--- src/rtl/pc_sequencer.sv ---
// pc_sequencer: owns the program counter at the far end of the condition-code
// FSM branch interface. Evaluate and PC-update cycles alternate, so the PC is
// never written in the cycle where the branch decision is being formed. One
// instruction retires every two clocks. Halt/resume support single-stepping.
module pc_sequencer #(
  parameter int                     PC_WIDTH     = 8,
  parameter int                     OFFSET_WIDTH = 6,
  parameter logic [PC_WIDTH-1:0]    RESET_VECTOR = '0
) (
  input  logic                    clka,
  input  logic                    reset_in,
  input  logic                    br_taken_in,
  input  logic [OFFSET_WIDTH-1:0] offset_in,
  input  logic                    jmp_in,
  input  logic [PC_WIDTH-1:0]     jmp_target_in,
  input  logic                    halt_in,
  input  logic                    resume_in,
  output logic [PC_WIDTH-1:0]     pc_out,
  output logic                    phase_out,
  output logic                    pc_we_out,
  output logic [1:0]              state_out
);

  // State encoding is exported directly on state_out.
  typedef enum logic [1:0] {
    S_IDLE   = 2'b00,
    S_EVAL   = 2'b01,
    S_UPDATE = 2'b10,
    S_HALT   = 2'b11
  } state_t;

  state_t                  r_state;
  state_t                  w_next_state;

  logic [PC_WIDTH-1:0]     r_pc;
  logic                    r_br_taken;
  logic [OFFSET_WIDTH-1:0] r_offset;
  logic                    r_jmp;
  logic [PC_WIDTH-1:0]     r_jmp_target;

  logic [PC_WIDTH-1:0]     w_offset_ext;
  logic [PC_WIDTH-1:0]     w_pc_next;

  // State register; reset overrides every state, including a pending UPDATE.
  always_ff @(posedge clka) begin
    if (reset_in) r_state <= S_IDLE;
    else          r_state <= w_next_state;
  end

  // Next-state logic. halt_in only matters in EVAL; while halted only
  // resume_in can move the sequencer.
  always_comb begin
    w_next_state = r_state;
    case (r_state)
      S_IDLE:   w_next_state = S_EVAL;
      S_EVAL:   w_next_state = halt_in ? S_HALT : S_UPDATE;
      S_UPDATE: w_next_state = S_EVAL;
      S_HALT:   w_next_state = resume_in ? S_EVAL : S_HALT;
      default:  w_next_state = S_IDLE;
    endcase
  end

  // Capture the branch/jump decision at the end of EVAL. A halt discards it
  // so nothing stale can leak into a later UPDATE.
  always_ff @(posedge clka) begin
    if (reset_in) begin
      r_br_taken   <= 1'b0;
      r_offset     <= '0;
      r_jmp        <= 1'b0;
      r_jmp_target <= '0;
    end else if (r_state == S_EVAL) begin
      if (halt_in) begin
        r_br_taken   <= 1'b0;
        r_offset     <= '0;
        r_jmp        <= 1'b0;
        r_jmp_target <= '0;
      end else begin
        r_br_taken   <= br_taken_in;
        r_offset     <= offset_in;
        r_jmp        <= jmp_in;
        r_jmp_target <= jmp_target_in;
      end
    end
  end

  // Sign-extend the offset to PC width; sizing a signed value extends its MSB.
  assign w_offset_ext = PC_WIDTH'($signed(r_offset));

  // Next PC from the sampled values only: jump beats branch beats increment.
  // Additions wrap modulo 2^PC_WIDTH.
  always_comb begin
    w_pc_next = r_pc + PC_WIDTH'(1);
    if (r_jmp)           w_pc_next = r_jmp_target;
    else if (r_br_taken) w_pc_next = r_pc + w_offset_ext;
  end

  // PC register; written only on the edge that ends UPDATE.
  always_ff @(posedge clka) begin
    if (reset_in)                r_pc <= RESET_VECTOR;
    else if (r_state == S_UPDATE) r_pc <= w_pc_next;
  end

  assign pc_out    = r_pc;
  assign phase_out = (r_state == S_UPDATE);
  assign pc_we_out = (r_state == S_UPDATE);
  assign state_out = r_state;

endmodule

--- config.mk ---
export PLATFORM = sky130hd
export DESIGN_NAME = pc_sequencer
export DESIGN_NICKNAME = d
export VERILOG_FILES = /design/src/rtl/pc_sequencer.sv
export SDC_FILE = /design/constraint.sdc
export NUM_CORES = 1
export LEC_CHECK = 0
export CORE_MARGIN = 2
export CORE_UTILIZATION = 49
export CTS_CLUSTER_DIAMETER = 150
export DETAILED_ROUTE_END_ITERATION = 8
export GPL_TIMING_DRIVEN = 0
export PLACE_DENSITY = 0.78
export SETUP_SLACK_MARGIN = 0.15
export SLEW_MARGIN = 0
export SYNTH_ARGS = -nofsm -noshare
export SYNTH_HDL_FRONTEND = slang
export SYNTH_SLANG_ARGS = --single-unit
--- constraint.sdc ---
create_clock -name clka -period 2.6 [get_ports clka]
set_input_delay 0.52 -clock clka [delete_from_list [all_inputs] [get_ports clka]]
set_output_delay 0.52 -clock clka [all_outputs]
set_load 0.01 [all_outputs]
==> report_table.html <==
<table>
<tr><th>Metric</th><th>Value</th></tr>
<tr><th colspan="2">Outcome</th></tr>
<tr><td>Result of the run</td><td>complete, no violations</td></tr>
<tr><th colspan="2">Timing</th></tr>
<tr><td>Maximum clock rate</td><td>approximately 420 MHz</td></tr>
<tr><td>Part of the cycle the worst path needs</td><td>around nine tenths</td></tr>
<tr><td>Period minus WS final</td><td>~2400 ps</td></tr>
<tr><td>Hold Worst Slack</td><td>roughly 510 ps</td></tr>
<tr><td>Final setup TNS</td><td>0 ps</td></tr>
<tr><td>Max-slew violation total from the final report</td><td>0</td></tr>
<tr><td>Pin slew with the least headroom to its limit</td><td>around 540 ps</td></tr>
<tr><td>Setup clock skew after layout</td><td>3.590 ps</td></tr>
<tr><td>Setup WS post-layout</td><td>between 200 and 250 ps</td></tr>
<tr><td>Final Hold Viols</td><td>0</td></tr>
<tr><td>Unrepaired setup endpoints after global routing</td><td>false</td></tr>
<tr><td>Worst slew margin</td><td>64.21%</td></tr>
<tr><td>Setup violation total in the final timing report</td><td>0</td></tr>
<tr><th colspan="2">Placement</th></tr>
<tr><td>IO buf count</td><td>29</td></tr>
<tr><td>Pre-CTS WS</td><td>approximately 130 ps</td></tr>
<tr><td>Global placement routability congestion</td><td>about 0.8</td></tr>
<tr><td>Instance count after placement with tap cells included</td><td>around 230</td></tr>
<tr><td>Placed Area</td><td>1697 sq um</td></tr>
<tr><td>Dpl hpwl</td><td>2498 microns</td></tr>
<tr><th colspan="2">Synth</th></tr>
<tr><td>Largest cells by area after synthesis</td><td>sky130_fd_sc_hd__dfxtp_1 (38%), sky130_fd_sc_hd__a21oi_1 (9.1%), sky130_fd_sc_hd__nor3b_1 (8.8%), sky130_fd_sc_hd__nor2_1 (5.8%), sky130_fd_sc_hd__ha_1 (4.6%)</td></tr>
<tr><td>Top_reg_cell synth</td><td>sky130_fd_sc_hd__dfxtp_1</td></tr>
<tr><td>Yosys warnings</td><td>0</td></tr>
<tr><td>Register area share after synthesis</td><td>a little under two fifths</td></tr>
<tr><td>Cell count after synthesis</td><td>166</td></tr>
<tr><td>Number of flip-flops and latches in the synthesized netlist</td><td>26</td></tr>
<tr><td>Mean area per synthesized cell</td><td>8.238 sq um</td></tr>
<tr><td>Post-synth top area cell</td><td>sky130_fd_sc_hd__dfxtp_1</td></tr>
<tr><td>EDFF count, synth</td><td>0</td></tr>
<tr><td>Share of synthesized registers carrying an async set or reset</td><td>0%</td></tr>
<tr><td>Mapped Area</td><td>between 1000 and 1500 sq um</td></tr>
<tr><td>Nets in the synthesized netlist</td><td>around 190</td></tr>
<tr><td>Library cells used by synthesis</td><td>35</td></tr>
<tr><td>Share of the synthesized area in the top cell type</td><td>38.06%</td></tr>
<tr><th colspan="2">Layout</th></tr>
<tr><td>Fraction of layout cells with a size suffix above 1</td><td>roughly 9%</td></tr>
<tr><td>Final core utilization</td><td>between 60% and 70%</td></tr>
<tr><td>Post-route standard cell area excluding fillers</td><td>~1800 sq um</td></tr>
<tr><td>Layout Area Growth over Synthesis</td><td>28.91%</td></tr>
<tr><td>Post-Layout Cell Count</td><td>~230</td></tr>
<tr><td>Number of nets in the finished design</td><td>approximately 230</td></tr>
<tr><td>Antenna diodes</td><td>0</td></tr>
<tr><th colspan="2">Global routing</th></tr>
<tr><td>Pin count of the biggest net entering global routing</td><td>15</td></tr>
<tr><td>Remaining global-route overflow</td><td>0</td></tr>
<tr><td>Wire length of the first global-routing pass</td><td>5375 microns</td></tr>
<tr><td>Overall Global Routing Usage</td><td>between 20% and 30%</td></tr>
<tr><td>Number of antenna violations at the first check in global routing</td><td>0</td></tr>
<tr><td>Number of global-route vias before repair</td><td>approximately 1200</td></tr>
<tr><th colspan="2">Hold path</th></tr>
<tr><td>Worst hold-check path type</td><td>flop to flop</td></tr>
<tr><th colspan="2">Die</th></tr>
<tr><td>Die Span Y</td><td>between 50 and 60 microns</td></tr>
<tr><td>CORE AREA</td><td>about 2700 sq um</td></tr>
<tr><td>Die extent in x</td><td>around 57 microns</td></tr>
<tr><td>Initial core utilization</td><td>between 50% and 60%</td></tr>
<tr><td>Die Area</td><td>between 3000 and 4000 sq um</td></tr>
<tr><td>Number of rows in the core area</td><td>19</td></tr>
<tr><td>I/O pin count</td><td>32</td></tr>
<tr><th colspan="2">Clock network</th></tr>
<tr><td>H-tree Lvls</td><td>1</td></tr>
<tr><td>CTS tree</td><td>yes</td></tr>
<tr><td>Master cell of the clock root buffer</td><td>sky130_fd_sc_hd__clkbuf_4</td></tr>
<tr><td>Hold-fix buffers, CTS</td><td>0</td></tr>
<tr><td>Bufs on Longest Clock Path</td><td>2</td></tr>
<tr><td>Clock transition at path regs</td><td>around 140 ps</td></tr>
<tr><td>Clk sink count</td><td>26</td></tr>
<tr><td>Clock insertion delay at the later pin of the skew report</td><td>between 300 and 400 ps</td></tr>
<tr><td>Inserted Clock Buffers</td><td>3</td></tr>
<tr><th colspan="2">Drt</th></tr>
<tr><td>Final wirelength</td><td>3280 microns</td></tr>
<tr><td>Vias per std cell</td><td>5.680</td></tr>
<tr><td>Post-route DRC violation count</td><td>0</td></tr>
<tr><td>Iteration-0 DRC count of the detailed router</td><td>45</td></tr>
<tr><td>Detail-routed net length per standard cell</td><td>between 10 and 15 microns</td></tr>
<tr><td>Total number of vias</td><td>1312</td></tr>
<tr><td>Number of routed nets with antenna violations</td><td>0</td></tr>
<tr><td>Router iterations before antenna repair</td><td>4</td></tr>
<tr><th colspan="2">Setup path</th></tr>
<tr><td>Endpoint required time on the critical path</td><td>approximately 2900 ps</td></tr>
<tr><td>Startpoint type of the worst setup path</td><td>flop</td></tr>
<tr><td>Critical path type</td><td>flop to flop</td></tr>
<tr><td>Arrival time of the worst setup path</td><td>between 2000 and 3000 ps</td></tr>
<tr><td>Critical path capture point type</td><td>flop</td></tr>
<tr><td>CP Max Fanout</td><td>3</td></tr>
<tr><th colspan="2">Power and ir drop</th></tr>
<tr><td>Power after layout</td><td>775.7 uW</td></tr>
<tr><td>Worst voltage drop across the vdd grid</td><td>around 370 uV</td></tr>
<tr><td>Lkg Pwr</td><td>~0.65 nW</td></tr>
<tr><td>Power per Cell Area</td><td>440.0 nW/um^2</td></tr>
<tr><th colspan="2">Run</th></tr>
<tr><td>Count of maximum capacitance violations</td><td>0</td></tr>
</table>
## cell type report
cell class / instances / area (sq um)
multi-input cells: 122 / 780.7
plain buffers: 13 / 61.31
repair buffers: 30 / 300.3
inverters: 5 / 18.77
well taps: 31 / 38.79
fillers: 237 / 947.2
clock buffers: 4 / 36.28
flip-flops and latches: 26 / 526.8
## repair_timing
| item | CTS | global route |
|---|---|---|
| resized for setup | 4 | 10 |
| endpoints found under the setup margin | 3 | 3 |
| setup buffers | 0 | 1 |
| pin swaps | 0 | 1 |
## logic make-up after synthesis
logic type / after synthesis / synth area share [%]
and+or+nand+nor: 68 / 28.00
AOI/OAI and AO/OA: 44 / 19.94
DFF: 26 / 38.06
buffers and inverters: 18 / 5.215
adders and majority gates: 6 / 6.038
xor gates and xnor gates: 2 / 1.281
muxes: 2 / 1.464
## power by group
| part | leakage (nW) | internal (mW) | switching (mW) | total [mW] |
|---|---|---|---|---|
| Combinational | 0.416 | 0.0717 | 0.0646 | 0.136 |
| Clock | 0.0210 | 0.0858 | 0.125 | 0.211 |
| Sequential | 0.213 | 0.415 | 0.0135 | 0.429 |
## worst paths after layout
kind | from | end | slack [ps] | cells past startpoint
hold reg to reg | pc_out[1] | pc_out[1] | 510 | 2
setup / recovery | r_offset[0] | pc_out[6] | 220 | 9
setup reg to reg | r_offset[0] | pc_out[6] | 220 | 9
hold / removal | pc_out[1] | pc_out[1] | 510 | 2
## flip-flops by register name, indices dropped and copies added, names as in the netlist
signal        count
pc_out            8
r_br_taken        1
r_jmp             1
r_jmp_target      8
r_offset          6
state_out         2
## synth_stat cells (2+ instances only)
cell and instances:
sky130_fd_sc_hd__xnor2_1 2, sky130_fd_sc_hd__mux2i_1 2, sky130_fd_sc_hd__nor3_1 4, sky130_fd_sc_hd__dfxtp_1 26, sky130_fd_sc_hd__a31oi_1 2, sky130_fd_sc_hd__nand2_1 9
sky130_fd_sc_hd__nor3b_1 16, sky130_fd_sc_hd__and2_1 3, sky130_fd_sc_hd__a21oi_1 25, sky130_fd_sc_hd__a211oi_1 3, sky130_fd_sc_hd__inv_1 5, sky130_fd_sc_hd__clkbuf_1 12
sky130_fd_sc_hd__a21o_1 2, sky130_fd_sc_hd__and3_1 2, sky130_fd_sc_hd__nor2_1 21, sky130_fd_sc_hd__o211ai_1 2, sky130_fd_sc_hd__ha_1 5, sky130_fd_sc_hd__nand2b_1 4
sky130_fd_sc_hd__o21ai_0 4, sky130_fd_sc_hd__nand3_1 2
## layout by cell type, fill, tap and decap left out, drive strengths merged, types with 3 or more instances in the layout
| master | netlist | routed |
|---|---|---|
| nand2b | 4 | 4 |
| clkdlybuf4s50 | 0 | 28 |
| nor3b | 16 | 16 |
| a21oi | 25 | 25 |
| dfxtp | 26 | 26 |
| and2 | 3 | 3 |
| ha | 5 | 5 |
| buf | 1 | 4 |
| nor3 | 4 | 4 |
| nand2 | 9 | 9 |
| nor2 | 21 | 21 |
| inv | 5 | 5 |
| a211oi | 3 | 3 |
| o21ai | 4 | 4 |
| clkbuf | 12 | 14 |
## per-layer routing
layer  GRT usage (%)  vias up  part of all wire (%)
met3           2.074        4                   4.5
li1                -      659                     -
met4           9.302        0                   1.2
met5               0        -                     0
met1           26.28      619                    45
met2           36.71       30                    49
## critical path: stages, from the launching register on
cell                       delay [ps]
sky130_fd_sc_hd__dfxtp_1          330
sky130_fd_sc_hd__nand2b_1         150
sky130_fd_sc_hd__ha_2             180
sky130_fd_sc_hd__inv_2             60
sky130_fd_sc_hd__fa_2             230
sky130_fd_sc_hd__nor2b_4           50
sky130_fd_sc_hd__o31a_1           280
sky130_fd_sc_hd__or4_4            430
sky130_fd_sc_hd__a2111o_1         430
sky130_fd_sc_hd__a41oi_2          160
(Power assumes the default switching activity.)
